### src/rtl/mem_pkg.sv
// Shared definitions for the burst master on the dataMemory port:
// default widths, the controller state encoding and the beat-count type.
package mem_pkg;

  localparam int ADDR_W_DEF = 8;
  localparam int DATA_W_DEF = 8;
  localparam int LEN_W_DEF  = 4;
  localparam int RD_LAT_DEF = 1;

  // Controller states; IDLE is the only state in which a command is taken.
  typedef enum logic [2:0] {
    IDLE     = 3'd0,
    WR       = 3'd1,
    RD_ISSUE = 3'd2,
    RD_WAIT  = 3'd3,
    RD_HOLD  = 3'd4
  } state_t;

  // Remaining beats minus one for the default length width.
  typedef logic [LEN_W_DEF-1:0] beat_cnt_t;

  // Number of beats a length field describes (len + 1).
  function automatic int unsigned beats_of(input beat_cnt_t len);
    return int'(len) + 1;
  endfunction

endpackage

### src/rtl/mem_burst_master.sv
// Burst initiator for the dataMemory port. One command (read or write,
// start address, beats-1) is accepted in IDLE; the burst is then driven
// one beat at a time. Write data streams straight to the memory, read data
// is registered and held towards the consumer until it is taken.
//
// Handshakes: every channel (req, wr, rd) transfers on a rising sysclk edge
// where valid && ready are both high. A source holds valid and its payload
// stable until the transfer; ready may change freely between transfers.
// rd_valid/rd_data/rd_last are only released after rd_ready is seen high.
module mem_burst_master
  import mem_pkg::*;
#(
  parameter int ADDR_W = ADDR_W_DEF,
  parameter int DATA_W = DATA_W_DEF,
  parameter int LEN_W  = LEN_W_DEF,
  parameter int RD_LAT = RD_LAT_DEF   // 0: combinational read, 1: registered read
) (
  input  logic              sysclk,
  input  logic              rst,
  // command channel
  input  logic              req_valid,
  output logic              req_ready,
  input  logic              req_write,
  input  logic [ADDR_W-1:0] req_addr,
  input  logic [LEN_W-1:0]  req_len,
  // write beat channel
  input  logic [DATA_W-1:0] wr_data,
  input  logic              wr_valid,
  output logic              wr_ready,
  // read beat channel
  output logic [DATA_W-1:0] rd_data,
  output logic              rd_valid,
  input  logic              rd_ready,
  output logic              rd_last,
  // status
  output logic              busy,
  output logic              done,
  // memory side
  output logic [ADDR_W-1:0] mem_addr,
  output logic [DATA_W-1:0] mem_wdata,
  output logic              mem_write,
  input  logic [DATA_W-1:0] mem_rdata,
  // debug view of the controller state
  output logic [2:0]        dbg_state
);

  state_t            state_q, state_d;
  logic [ADDR_W-1:0] addr_q, addr_d;
  logic [LEN_W-1:0]  cnt_q, cnt_d;
  logic [DATA_W-1:0] rd_data_q, rd_data_d;
  logic              done_q, done_d;

  logic              last_beat;
  logic              wr_beat;
  logic              rd_beat;

  // The current beat is the final one once the remaining count reaches zero.
  assign last_beat = (cnt_q == '0);
  assign wr_beat   = (state_q == WR) && wr_valid;
  assign rd_beat   = (state_q == RD_HOLD) && rd_ready;

  // State, address, count and read-data registers; reset aborts any burst.
  always_ff @(posedge sysclk or posedge rst) begin
    if (rst) begin
      state_q   <= IDLE;
      addr_q    <= '0;
      cnt_q     <= '0;
      rd_data_q <= '0;
      done_q    <= 1'b0;
    end else begin
      state_q   <= state_d;
      addr_q    <= addr_d;
      cnt_q     <= cnt_d;
      rd_data_q <= rd_data_d;
      done_q    <= done_d;
    end
  end

  // Next-state logic: command capture, beat stepping and read capture.
  always_comb begin
    state_d   = state_q;
    addr_d    = addr_q;
    cnt_d     = cnt_q;
    rd_data_d = rd_data_q;
    done_d    = 1'b0;
    case (state_q)
      IDLE: begin
        // done_q blocks a new command in the pulse cycle so the two never coincide.
        if (req_valid && !done_q) begin
          state_d = req_write ? WR : RD_ISSUE;
          addr_d  = req_addr;
          cnt_d   = req_len;
        end
      end
      WR: begin
        if (wr_beat) begin
          addr_d = addr_q + ADDR_W'(1);
          if (last_beat) begin
            state_d = IDLE;
            done_d  = 1'b1;
          end else begin
            cnt_d = cnt_q - LEN_W'(1);
          end
        end
      end
      RD_ISSUE: begin
        if (RD_LAT == 0) begin
          rd_data_d = mem_rdata;
          state_d   = RD_HOLD;
        end else begin
          state_d = RD_WAIT;
        end
      end
      RD_WAIT: begin
        // Address has been held for one cycle; registered read data is valid now.
        rd_data_d = mem_rdata;
        state_d   = RD_HOLD;
      end
      RD_HOLD: begin
        if (rd_beat) begin
          if (last_beat) begin
            state_d = IDLE;
            done_d  = 1'b1;
          end else begin
            addr_d  = addr_q + ADDR_W'(1);
            cnt_d   = cnt_q - LEN_W'(1);
            state_d = RD_ISSUE;
          end
        end
      end
      default: begin
        state_d = IDLE;
      end
    endcase
  end

  // Interface outputs decoded from the registered state.
  always_comb begin
    req_ready = (state_q == IDLE) && !done_q && !rst;
    wr_ready  = (state_q == WR);
    rd_valid  = (state_q == RD_HOLD);
    rd_last   = (state_q == RD_HOLD) && last_beat;
    rd_data   = rd_data_q;
    busy      = (state_q != IDLE);
    done      = done_q;
    mem_addr  = addr_q;
    mem_wdata = (state_q == WR) ? wr_data : '0;
    // Gating with rst keeps the memory from writing in the cycle reset rises.
    mem_write = wr_beat && !rst;
    dbg_state = state_q;
  end

endmodule

### config.mk
export PLATFORM = sky130hd
export DESIGN_NAME = mem_burst_master
export DESIGN_NICKNAME = d
export VERILOG_FILES = /design/src/rtl/mem_pkg.sv /design/src/rtl/mem_burst_master.sv
export SDC_FILE = /design/constraint.sdc
export NUM_CORES = 1
export LEC_CHECK = 0
export CORE_ASPECT_RATIO = 0.75
export CORE_MARGIN = 4
export CORE_UTILIZATION = 45
export DETAILED_ROUTE_END_ITERATION = 8
export GPL_TIMING_DRIVEN = 0
export HOLD_SLACK_MARGIN = 0.1
export PLACE_DENSITY = 0.94
export REMOVE_ABC_BUFFERS = 1
export SLEW_MARGIN = 20
export SYNTH_ARGS = -nofsm -noshare
export SYNTH_HDL_FRONTEND = slang
export SYNTH_SLANG_ARGS = --single-unit
### constraint.sdc
create_clock -name sysclk -period 2.5 [get_ports sysclk]
set_input_delay 0.25 -clock sysclk [delete_from_list [all_inputs] [get_ports sysclk]]
set_output_delay 0.25 -clock sysclk [all_outputs]
set_load 0.01 [all_outputs]
## Yosys cells after proc, flatten, opt, wreduce, memory -nomap -nowiden

Cells that the tools add are included.
Widths: inputs -> output; s select.

| operators by class | value |
|---|---|
| add/sub/neg operators | 2 |
| reduce and logical (&&, ||, !) cells | 16 |
| equality and inequality tests | 9 |
| muxes and demuxes | 22 |

Operators with widths:

| cell | number |
|---|---|
| $mux 8 | 5 |
| $pmux 8 s3 | 1 |
| $mux 4 | 4 |
| $pmux 3 s5 | 1 |
| $mux 3 | 4 |
| $pmux 4 s3 | 1 |
| $add 8x1->8 const B | 1 |
| $reduce_and 4->1 | 2 |
| $logic_and 1x1->1 | 7 |
| $eq 3x2->1 const B | 2 |
| $ne 2x1->1 const B | 3 |
| $reduce_bool 3->1 | 2 |
| $reduce_and 5->1 | 1 |
| $logic_not 4->1 | 1 |
| $mux 2 | 2 |
| $ne 2x2->1 const B | 2 |
| $sub 4x1->4 const B | 1 |
| $eq 3x1->1 const B | 1 |
| $eq 3x3->1 const B | 1 |
| $logic_not 3->1 | 1 |
| $mux 1 | 3 |
| $logic_not 1->1 | 2 |
| $pmux 1 s2 | 1 |

| storage, ports and cells | value |
|---|---|
| input port bits | 34 |
| register bits after elaboration | 24 |
| output and inout port bits | 34 |

## Depth between registers and ports, before layout

Gate-level depths: netlist of run 1.

| logic depth | value |
|---|---|
| depth after elaboration | 4 |
| mapped depth | 7 |
| mapped depth without buffers | 6 |

## Least setup slack after synthesis of run 1

Ideal clock, no wire load.

| path | value |
|---|---|
| path kind | register -> register |
| start point | register cnt_q[0] |
| end point | register cnt_q[1] |
| slack | 795 ps |
| library setup time | 128 ps |
| cell stages (with the launch flop) | 7 |
| arrival time | 1578 ps |
| clock period less this slack | 1705 ps |
| required time | 2372 ps |
| path buffers | 0 |
| path through | dfrtp_1 inv_1 ha_1 nor4bb_1 o32a_1 nor2_2 mux2_1 |

| between the ends | value |
|---|---|
| longest elaborated chain between the ends | 4 |

Ends and longest elaborated chain:

| item | line | source |
|---|---|---|
| start: declaration | mem_burst_master.sv:49 | `logic [LEN_W-1:0] cnt_q, cnt_d;` |
| start signal: assignment | mem_burst_master.sv:73 | `cnt_q <= cnt_d;` |
| $sub 4x1->4 / $logic_not 4->1 (equally long branches) | mem_burst_master.sv:102, mem_burst_master.sv:126, mem_burst_master.sv:58 |  |
| $mux 4 (*) | mem_burst_master.sv:98, mem_burst_master.sv:121 |  |
| $mux 4, on equally long branches | mem_burst_master.sv:120, mem_burst_master.sv:96 |  |
| $pmux 4 s3 (*) | mem_burst_master.sv:86 | `case (state_q)` |

Mark *: on every way between the ends. The rest lies on a longest branch, timed or not. The select of a mux whose other input is x is not followed.
A chain may end at the register's enable or synchronous reset.

## Worst setup path after layout of run 1

| path | value |
|---|---|
| start point | register state_q[2] (netlist: dbg_state[2]) |
| end point | output port req_ready |

| between the ends | value |
|---|---|
| longest elaborated chain between the ends | 3 |

Ends and longest elaborated chain:

| item | line | source |
|---|---|---|
| start: declaration | mem_burst_master.sv:47 | `state_t state_q, state_d;` |
| start signal: assignment | mem_burst_master.sv:71 | `state_q <= state_d;` |
| $logic_not 3->1 | mem_burst_master.sv:139 | `req_ready = (state_q == IDLE) && !done_q && !rst;` |
| $logic_and 1x1->1 (2 in a row) | mem_burst_master.sv:139 |  |
| end: declaration | mem_burst_master.sv:22 | `output logic req_ready,` |

Every way passes these cells.

==> impl_metrics.prom, run 1 <==
# TYPE chip_impl_metric gauge
chip_impl_info{name="status",value="finished clean"} 1
chip_impl_metric{name="pwr-share-seq",unit=""} 0.289
chip_impl_metric{name="global_route.usage.met3",unit=""} 0.0589
chip_impl_metric{name="fp.dieArea",unit="um2"} 4360
chip_impl_metric{name="dieWidth",unit="um"} 75.0
chip_impl_metric{name="finalWorstSetupSlack",unit="ns"} 0.169
chip_impl_metric{name="drt_wl_total",unit="um"} 4180
chip_impl_info{name="critPathCaptureType",value="output port"} 1
chip_impl_metric{name="detail_route.first_pass.iterations",unit=""} 4
chip_impl_metric{name="globalRouteMet1Util",unit=""} 0.255
chip_impl_metric{name="gr-usage-met2",unit=""} 0.340
chip_impl_metric{name="cp_data_arrival_time",unit="ns"} 2.08
chip_impl_metric{name="crit_required",unit="ns"} 2.25
chip_impl_metric{name="vias",unit=""} 1499
chip_impl_metric{name="first_global_vias",unit=""} 1471
chip_impl_metric{name="yosys_warnings",unit=""} 0
chip_impl_metric{name="detail_route.wl_per_cell",unit="um"} 16.1
chip_impl_metric{name="gr-usage-all-layers",unit=""} 0.199
chip_impl_metric{name="grt_pass1_wl",unit="um"} 6760
chip_impl_metric{name="post_synth_fa_ha_maj_area_fraction",unit=""} 0.0165
chip_impl_metric{name="synth-xor-area-share",unit=""} 0.00579
chip_impl_metric{name="final_setup_fails",unit=""} 0
chip_impl_info{name="synth_top_family_by_area",value="compound AO/OA/AOI/OAI gates"} 1
chip_impl_metric{name="timing.final.crit_share",unit=""} 0.933
chip_impl_info{name="dominantRegCellSynth",value="dfrtp_1"} 1
chip_impl_metric{name="core_region_area",unit="um2"} 3080
chip_impl_metric{name="max-clock-path-buffers",unit=""} 2
chip_impl_metric{name="final_cell_area",unit="um2"} 2280
chip_impl_metric{name="power.combinational.fraction",unit=""} 0.623
chip_impl_metric{name="synth_top_cell_area_share",unit=""} 0.397
chip_impl_metric{name="syn-instance-count",unit=""} 157
chip_impl_metric{name="maxCapViolCount",unit=""} 0
chip_impl_metric{name="critical_path.max_stage_delay",unit="ns"} 0.60
chip_impl_info{name="critical_path_s_top_delay_family",value="simple AND/OR/NAND/NOR gates"} 1
chip_impl_metric{name="cts.sink_count",unit=""} 24
chip_impl_metric{name="numCtsBuffers",unit=""} 3
chip_impl_info{name="setup.worst_path.class",value="reg -> out"} 1
chip_impl_metric{name="synth-async-reset-ratio",unit=""} 1.00
chip_impl_metric{name="synthesized_area_fraction_occupied_by_ao_oa_aoi_and_oai_cells",unit=""} 0.234
chip_impl_metric{name="muxShareOfSynthArea",unit=""} 0.0802
chip_impl_metric{name="antenna_found_initial",unit=""} 0
chip_impl_metric{name="cp.buffers_inverters",unit=""} 1
chip_impl_metric{name="numPortBuffers",unit=""} 67
chip_impl_info{name="global_route.peak_usage_layer",value="met2"} 1
chip_impl_metric{name="switchingPower",unit="mW"} 1.32
chip_impl_metric{name="detail-route-antenna-nets",unit=""} 0
chip_impl_metric{name="r2r_setup_slack",unit="ns"} 0.25
chip_impl_metric{name="post_synthesis_to_final_layout_area_growth",unit="%"} 50.5
chip_impl_metric{name="drt_drc_violations_left",unit=""} 0
chip_impl_metric{name="hold_viol_final",unit=""} 0
chip_impl_info{name="path_cells",value="or3_1, nor3_1, clkdlybuf4s50_1"} 1
chip_impl_metric{name="maximum_number_of_pins_on_one_net_before_global_route_repair",unit=""} 25
chip_impl_metric{name="cts_hold_buf",unit=""} 0
chip_impl_metric{name="post_layout_minimum_cycle_time",unit="ns"} 2.33
chip_impl_metric{name="net_count_reported_at_finish",unit=""} 258
chip_impl_info{name="post_synth_main_area_contributors",value="dfrtp_1, mux2_2, and2_1"} 1
chip_impl_metric{name="die_h",unit="um"} 58.2
chip_impl_info{name="worst_hold_path_type",value="reg -> reg"} 1
chip_impl_metric{name="drt-vias-per-instance",unit=""} 5.79
chip_impl_metric{name="tightest_pin_transition",unit="ns"} 1.04
chip_impl_metric{name="dp_hpwl",unit="um"} 3130
chip_impl_info{name="tritoncts",value="yes"} 1
chip_impl_info{name="synth_largest_area_cell",value="dfrtp_1"} 1
chip_impl_metric{name="power.density_cell_area",unit="nW/um2"} 1340
chip_impl_metric{name="ys_seq_area_frac",unit=""} 0.397
chip_impl_metric{name="yosys.area_share.simple",unit=""} 0.211
chip_impl_info{name="crit_path_top_delay_cell",value="dfrtp_1"} 1
chip_impl_metric{name="max_freq",unit="MHz"} 429
chip_impl_metric{name="worst_slew_margin_rel",unit=""} 0.306
chip_impl_metric{name="finalHoldWorstSlack",unit="ns"} 0.510
chip_impl_metric{name="internal_power",unit="mW"} 1.74
chip_impl_metric{name="htreeDepth",unit=""} 1
chip_impl_metric{name="start_util",unit=""} 0.490
chip_impl_metric{name="finalClockSkew",unit="ns"} 0.00132
chip_impl_metric{name="path_max_fanout",unit=""} 15
chip_impl_metric{name="p_clk_frac",unit=""} 0.088
chip_impl_metric{name="worstSkewPairLatency",unit="ns"} 0.27
chip_impl_metric{name="synth.ff_latch_count",unit=""} 24
chip_impl_metric{name="place.gp.congestion",unit=""} 0.854
chip_impl_metric{name="place_ws",unit="ns"} -0.257
chip_impl_metric{name="synth-edff-count",unit=""} 0
chip_impl_info{name="rsz0062_at_grt",value="false"} 1
chip_impl_metric{name="n_diodes",unit=""} 0
chip_impl_metric{name="final_cell_count_no_fill",unit=""} 259
chip_impl_metric{name="drive_above_1_share",unit=""} 0.136
chip_impl_metric{name="grt-ovfl-total",unit=""} 0
chip_impl_metric{name="max-vdd-ir-drop",unit="mV"} 0.821
chip_impl_metric{name="placed_cell_area",unit="um2"} 2180
chip_impl_metric{name="placed_cells",unit=""} 253
chip_impl_metric{name="power.share.switching",unit=""} 0.430
chip_impl_metric{name="mean_instance_size_in_the_synthesized_netlist",unit="um2"} 9.64
chip_impl_info{name="worst_setup_path_start_kind",value="register"} 1
chip_impl_metric{name="num_io_pins",unit=""} 68
chip_impl_metric{name="slew_viol_final",unit=""} 0
chip_impl_info{name="clockRootBuffer",value="clkbuf_8"} 1
chip_impl_metric{name="cts.clk_slew.worst_paths",unit="ns"} 0.09
chip_impl_metric{name="synthesis.area",unit="um2"} 1510
chip_impl_metric{name="placement_rows",unit=""} 17
chip_impl_metric{name="number_of_distinct_standard_cells_referenced_by_the_synthesized_netlist",unit=""} 51
chip_impl_metric{name="iteration_0_drc_markers",unit=""} 111
chip_impl_metric{name="power.leakage",unit="nW"} 0.929
## synth_stat cells, types with 2 or more instances
cell and instances:
a21o_1 2, a21oi_1 9, a2bb2oi_1 2, a32oi_1 2, and2_1 8, and3_1 3
buf_2 7, dfrtp_1 24, ha_1 2, inv_1 9, mux2_2 8, mux2i_1 2
nand2_1 9, nand3_1 3, nor2_1 9, nor2b_1 2, nor3_1 7, o211ai_1 6
o21ai_0 8, o21ai_1 2, o2bb2ai_1 3
## repair_timing
action | in CTS | in global routing
endpoints found under the setup margin | 10 | 10
gates resized for setup | 4 | 3
pin swaps | 0 | 1
setup buffers | 0 | 2
hold endpoints to repair | 0 | 0
## worst paths after layout
| path | end | cells past startpoint | start |
|---|---|---|---|
| max | req_ready | 3 | dbg_state[2] |
| min | rd_data[3] | 1 | rd_data[3] |
| max reg2reg | mem_addr[6] | 6 | cnt_q[0] |
| min reg2reg | rd_data[3] | 1 | rd_data[3] |
| max in group asynchronous | dbg_state[1] | 2 | rst |
| min in group asynchronous | cnt_q[0] | 2 | rst |
## through the flow
step	util	power, mW	setup TNS (ns)
2_1_floorplan	-	1.92	0
4_1_cts	0.731	3.03	0
3_3_place_gp	0.707	2.64	-1.70
5_1_grt	0.738	3.29	0
6_report	0.738	3.06	0
3_5_place_dp	0.707	2.72	-1.52
## sequential cells by signal, summed over array words and instances, names as in the netlist
name / cells
cnt_q: 4
dbg_state: 3
done: 1
mem_addr: 8
rd_data: 8
## layout by cell type, fill, tap and decap left out, drive strengths merged, types with 2 or more instances in the layout
master,count
a21o,2
a21oi,10
a22oi,2
a2bb2oi,2
a32oi,2
and2,8
and3,3
buf,2
clkbuf,4
clkdlybuf4s50,66
dfrtp,24
ha,2
inv,9
mux2,9
mux2i,2
nand2,9
nand3,3
nor2,11
nor2b,2
nor3,7
nor3b,2
o211ai,6
o21ai,10
o22ai,2
o2bb2ai,3
or3,2
or3b,2
## logic make-up after synthesis
kind of cell / after synthesis
adders and majority gates: 2
and+or+nand+nor: 55
DFF: 24
muxes: 11
xor gates and xnor gates: 1
AOI/OAI and AO/OA: 46
buffers and inverters: 18
## cell type report
| cell class | count | area [um2] |
|---|---|---|
| flip-flops and latches | 24 | 603 |
| fillers | 227 | 807 |
| multi-input cells | 115 | 850 |
| repair buffers | 69 | 688 |
| clock buffers | 4 | 55.1 |
| well taps | 38 | 47.5 |
| inverters | 9 | 33.8 |
## layer usage
metal	routed length [um]	part of all wire
met5	0	0
met4	31	0.0074
met3	412	0.099
met2	2020	0.48
met1	1720	0.41
## power by group through the flow
stage	Combinational, mW	Clock (mW)	Sequential (mW)
6_report	1.90	0.270	0.882
5_1_grt	2.07	0.293	0.918
4_1_cts	1.88	0.275	0.877
3_5_place_dp	1.85	0	0.868
3_3_place_gp	1.78	0	0.851
2_1_floorplan	1.04	0	0.882
Power figures use the tool's default switching activity.
==> run 2, diff against run 1 <==
Settings changed: CORE_ASPECT_RATIO 0.75 to 0.8, CTS_CLUSTER_SIZE from default to 20, TNS_END_PERCENT from default to 20.
==> impl_metrics.prom, run 2 (synthesized netlist as in run 1, its figures left out) <==
# TYPE chip_impl_metric gauge
chip_impl_metric{name="numCtsBuffers",unit=""} 3
chip_impl_metric{name="dieWidth",unit="um"} 72.8
chip_impl_metric{name="maxCapViolCount",unit=""} 0
chip_impl_metric{name="num_io_pins",unit=""} 68
chip_impl_metric{name="core_region_area",unit="um2"} 3150
chip_impl_metric{name="crit_required",unit="ns"} 2.25
chip_impl_metric{name="worst_slew_margin_rel",unit=""} 0.236
chip_impl_metric{name="cts_hold_buf",unit=""} 0
chip_impl_metric{name="cp.buffers_inverters",unit=""} 1
chip_impl_metric{name="cts.clk_slew.worst_paths",unit="ns"} 0.09
chip_impl_metric{name="n_diodes",unit=""} 0
chip_impl_info{name="path_cells",value="nor3b_4, nand2_1, nor2_1, clkdlybuf4s50_1"} 1
chip_impl_metric{name="power.density_cell_area",unit="nW/um2"} 1330
chip_impl_metric{name="detail_route.first_pass.iterations",unit=""} 4
chip_impl_metric{name="grt_pass1_wl",unit="um"} 6660
chip_impl_metric{name="detail-route-antenna-nets",unit=""} 0
chip_impl_metric{name="start_util",unit=""} 0.480
chip_impl_metric{name="htreeDepth",unit=""} 1
chip_impl_info{name="critical_path_s_top_delay_family",value="simple AND/OR/NAND/NOR gates"} 1
chip_impl_metric{name="worstSkewPairLatency",unit="ns"} 0.27
chip_impl_metric{name="p_total",unit="mW"} 3.02
chip_impl_metric{name="drt-vias-per-instance",unit=""} 5.56
chip_impl_metric{name="path_max_fanout",unit=""} 24
chip_impl_metric{name="timing.final.crit_share",unit=""} 0.946
chip_impl_info{name="worst_setup_path_start_kind",value="register"} 1
chip_impl_metric{name="vias",unit=""} 1441
chip_impl_metric{name="finalHoldWorstSlack",unit="ns"} 0.511
chip_impl_metric{name="final_cell_count_no_fill",unit=""} 259
chip_impl_metric{name="cp_data_arrival_time",unit="ns"} 2.11
chip_impl_metric{name="net_count_reported_at_finish",unit=""} 256
chip_impl_info{name="critPathCaptureType",value="output port"} 1
chip_impl_info{name="clockRootBuffer",value="clkbuf_8"} 1
chip_impl_metric{name="drt_wl_total",unit="um"} 4140
chip_impl_metric{name="whs_path_depth",unit=""} 1
chip_impl_metric{name="slew_viol_final",unit=""} 0
chip_impl_metric{name="fp.dieArea",unit="um2"} 4360
chip_impl_metric{name="detail_route.wl_per_cell",unit="um"} 16.0
chip_impl_metric{name="maximum_number_of_pins_on_one_net_before_global_route_repair",unit=""} 25
chip_impl_metric{name="finalClockSkew",unit="ns"} 0.00507
chip_impl_metric{name="iteration_0_drc_markers",unit=""} 78
chip_impl_metric{name="grt-ovfl-total",unit=""} 0
chip_impl_info{name="worst_hold_path_type",value="reg -> reg"} 1
chip_impl_metric{name="tightest_pin_transition",unit="ns"} 1.15
chip_impl_metric{name="placed_cells",unit=""} 255
chip_impl_metric{name="cts.sink_count",unit=""} 24
chip_impl_metric{name="max-vdd-ir-drop",unit="mV"} 0.718
chip_impl_metric{name="max-clock-path-buffers",unit=""} 2
chip_impl_metric{name="max_freq",unit="MHz"} 423
chip_impl_info{name="final_cell_mix",value="clkdlybuf4s50_1, dfrtp_1"} 1
chip_impl_info{name="setup.worst_path.class",value="reg -> out"} 1
chip_impl_metric{name="post_layout_minimum_cycle_time",unit="ns"} 2.36
chip_impl_info{name="crit_path_top_delay_cell",value="dfrtp_2"} 1
chip_impl_metric{name="final_setup_fails",unit=""} 0
chip_impl_metric{name="first_global_vias",unit=""} 1414
chip_impl_metric{name="antenna_found_initial",unit=""} 0
chip_impl_metric{name="dp_hpwl",unit="um"} 3030
chip_impl_metric{name="postCtsSetupBuffers",unit=""} 0
chip_impl_info{name="status",value="finished clean"} 1
chip_impl_metric{name="critical_path.max_stage_delay",unit="ns"} 0.61
chip_impl_metric{name="numPortBuffers",unit=""} 67
chip_impl_info{name="final_common_cell",value="clkdlybuf4s50_1"} 1
chip_impl_metric{name="gr-usage-all-layers",unit=""} 0.197
chip_impl_metric{name="worstSetupPathDepth",unit=""} 4
chip_impl_metric{name="placement_rows",unit=""} 18
chip_impl_metric{name="post_synthesis_to_final_layout_area_growth",unit="%"} 49.8
chip_impl_metric{name="die_h",unit="um"} 59.9
chip_impl_metric{name="drive_above_1_share",unit=""} 0.132
chip_impl_metric{name="power.leakage",unit="nW"} 0.917
chip_impl_info{name="tritoncts",value="yes"} 1
chip_impl_metric{name="place.gp.congestion",unit=""} 0.822
chip_impl_metric{name="hold_viol_final",unit=""} 0
chip_impl_metric{name="worstRegToRegCells",unit=""} 6
chip_impl_metric{name="drt_drc_violations_left",unit=""} 0
[run 2: cell types whose count changed in the layout (fill, tap and decap cells not counted), sizes merged]
cell,before,now
buf,2,0
[run 2: what timing repair did]
item,4_1_cts,5_1_grt
gates resized for setup,4,4
pin swaps,0,1
hold endpoints to repair,0,0
cloned,0,0
setup endpoints to repair,11,4
[run 2: where the power goes]
part / leakage (nW) / internal [mW] / switching (mW)
clock: 0.0288 / 0.141 / 0.127
combinational: 0.607 / 0.987 / 0.888
sequential: 0.281 / 0.589 / 0.288
[run 2: path summary, 6_finish.rpt]
path	endpoint	startpoint	slack (ns)
max in group asynchronous	dbg_state[2]	rst	1.34
min in group asynchronous	mem_addr[4]	rst	0.53
setup reg to reg	mem_addr[6]	cnt_q[0]	0.18
hold / removal	rd_data[7]	rd_data[7]	0.51
setup / recovery	mem_write	dbg_state[1]	0.14
hold reg to reg	rd_data[7]	rd_data[7]	0.51
[run 2: through the flow]
step | setup TNS, ns | utilization | setup WS, ns | instance area [um2]
3_3_place_gp | -1.40 | 0.692 | -0.212 | 2180
5_1_grt | -0.0110 | 0.719 | -0.0110 | 2270
6_report | 0 | 0.719 | 0.135 | 2270
4_1_cts | 0 | 0.716 | 0.0225 | 2260
3_5_place_dp | -1.35 | 0.692 | -0.215 | 2180
2_1_floorplan | 0 | - | 0.398 | 1460
[run 2: cell type report]
cell class	instances	area, um2
clock buffers	4	55.1
fillers	250	887
inverters	9	33.8
multi-input cells	115	850
flip-flops and latches	24	604
well taps	40	50.0
repair buffers	67	673
[run 2: layer usage]
metal	vias up	wire length, um	track usage
met3	4	226	0.0487
met5	-	0	0
met2	46	2100	0.330
met1	684	1780	0.246
li1	707	-	-
met4	0	32	0.0711
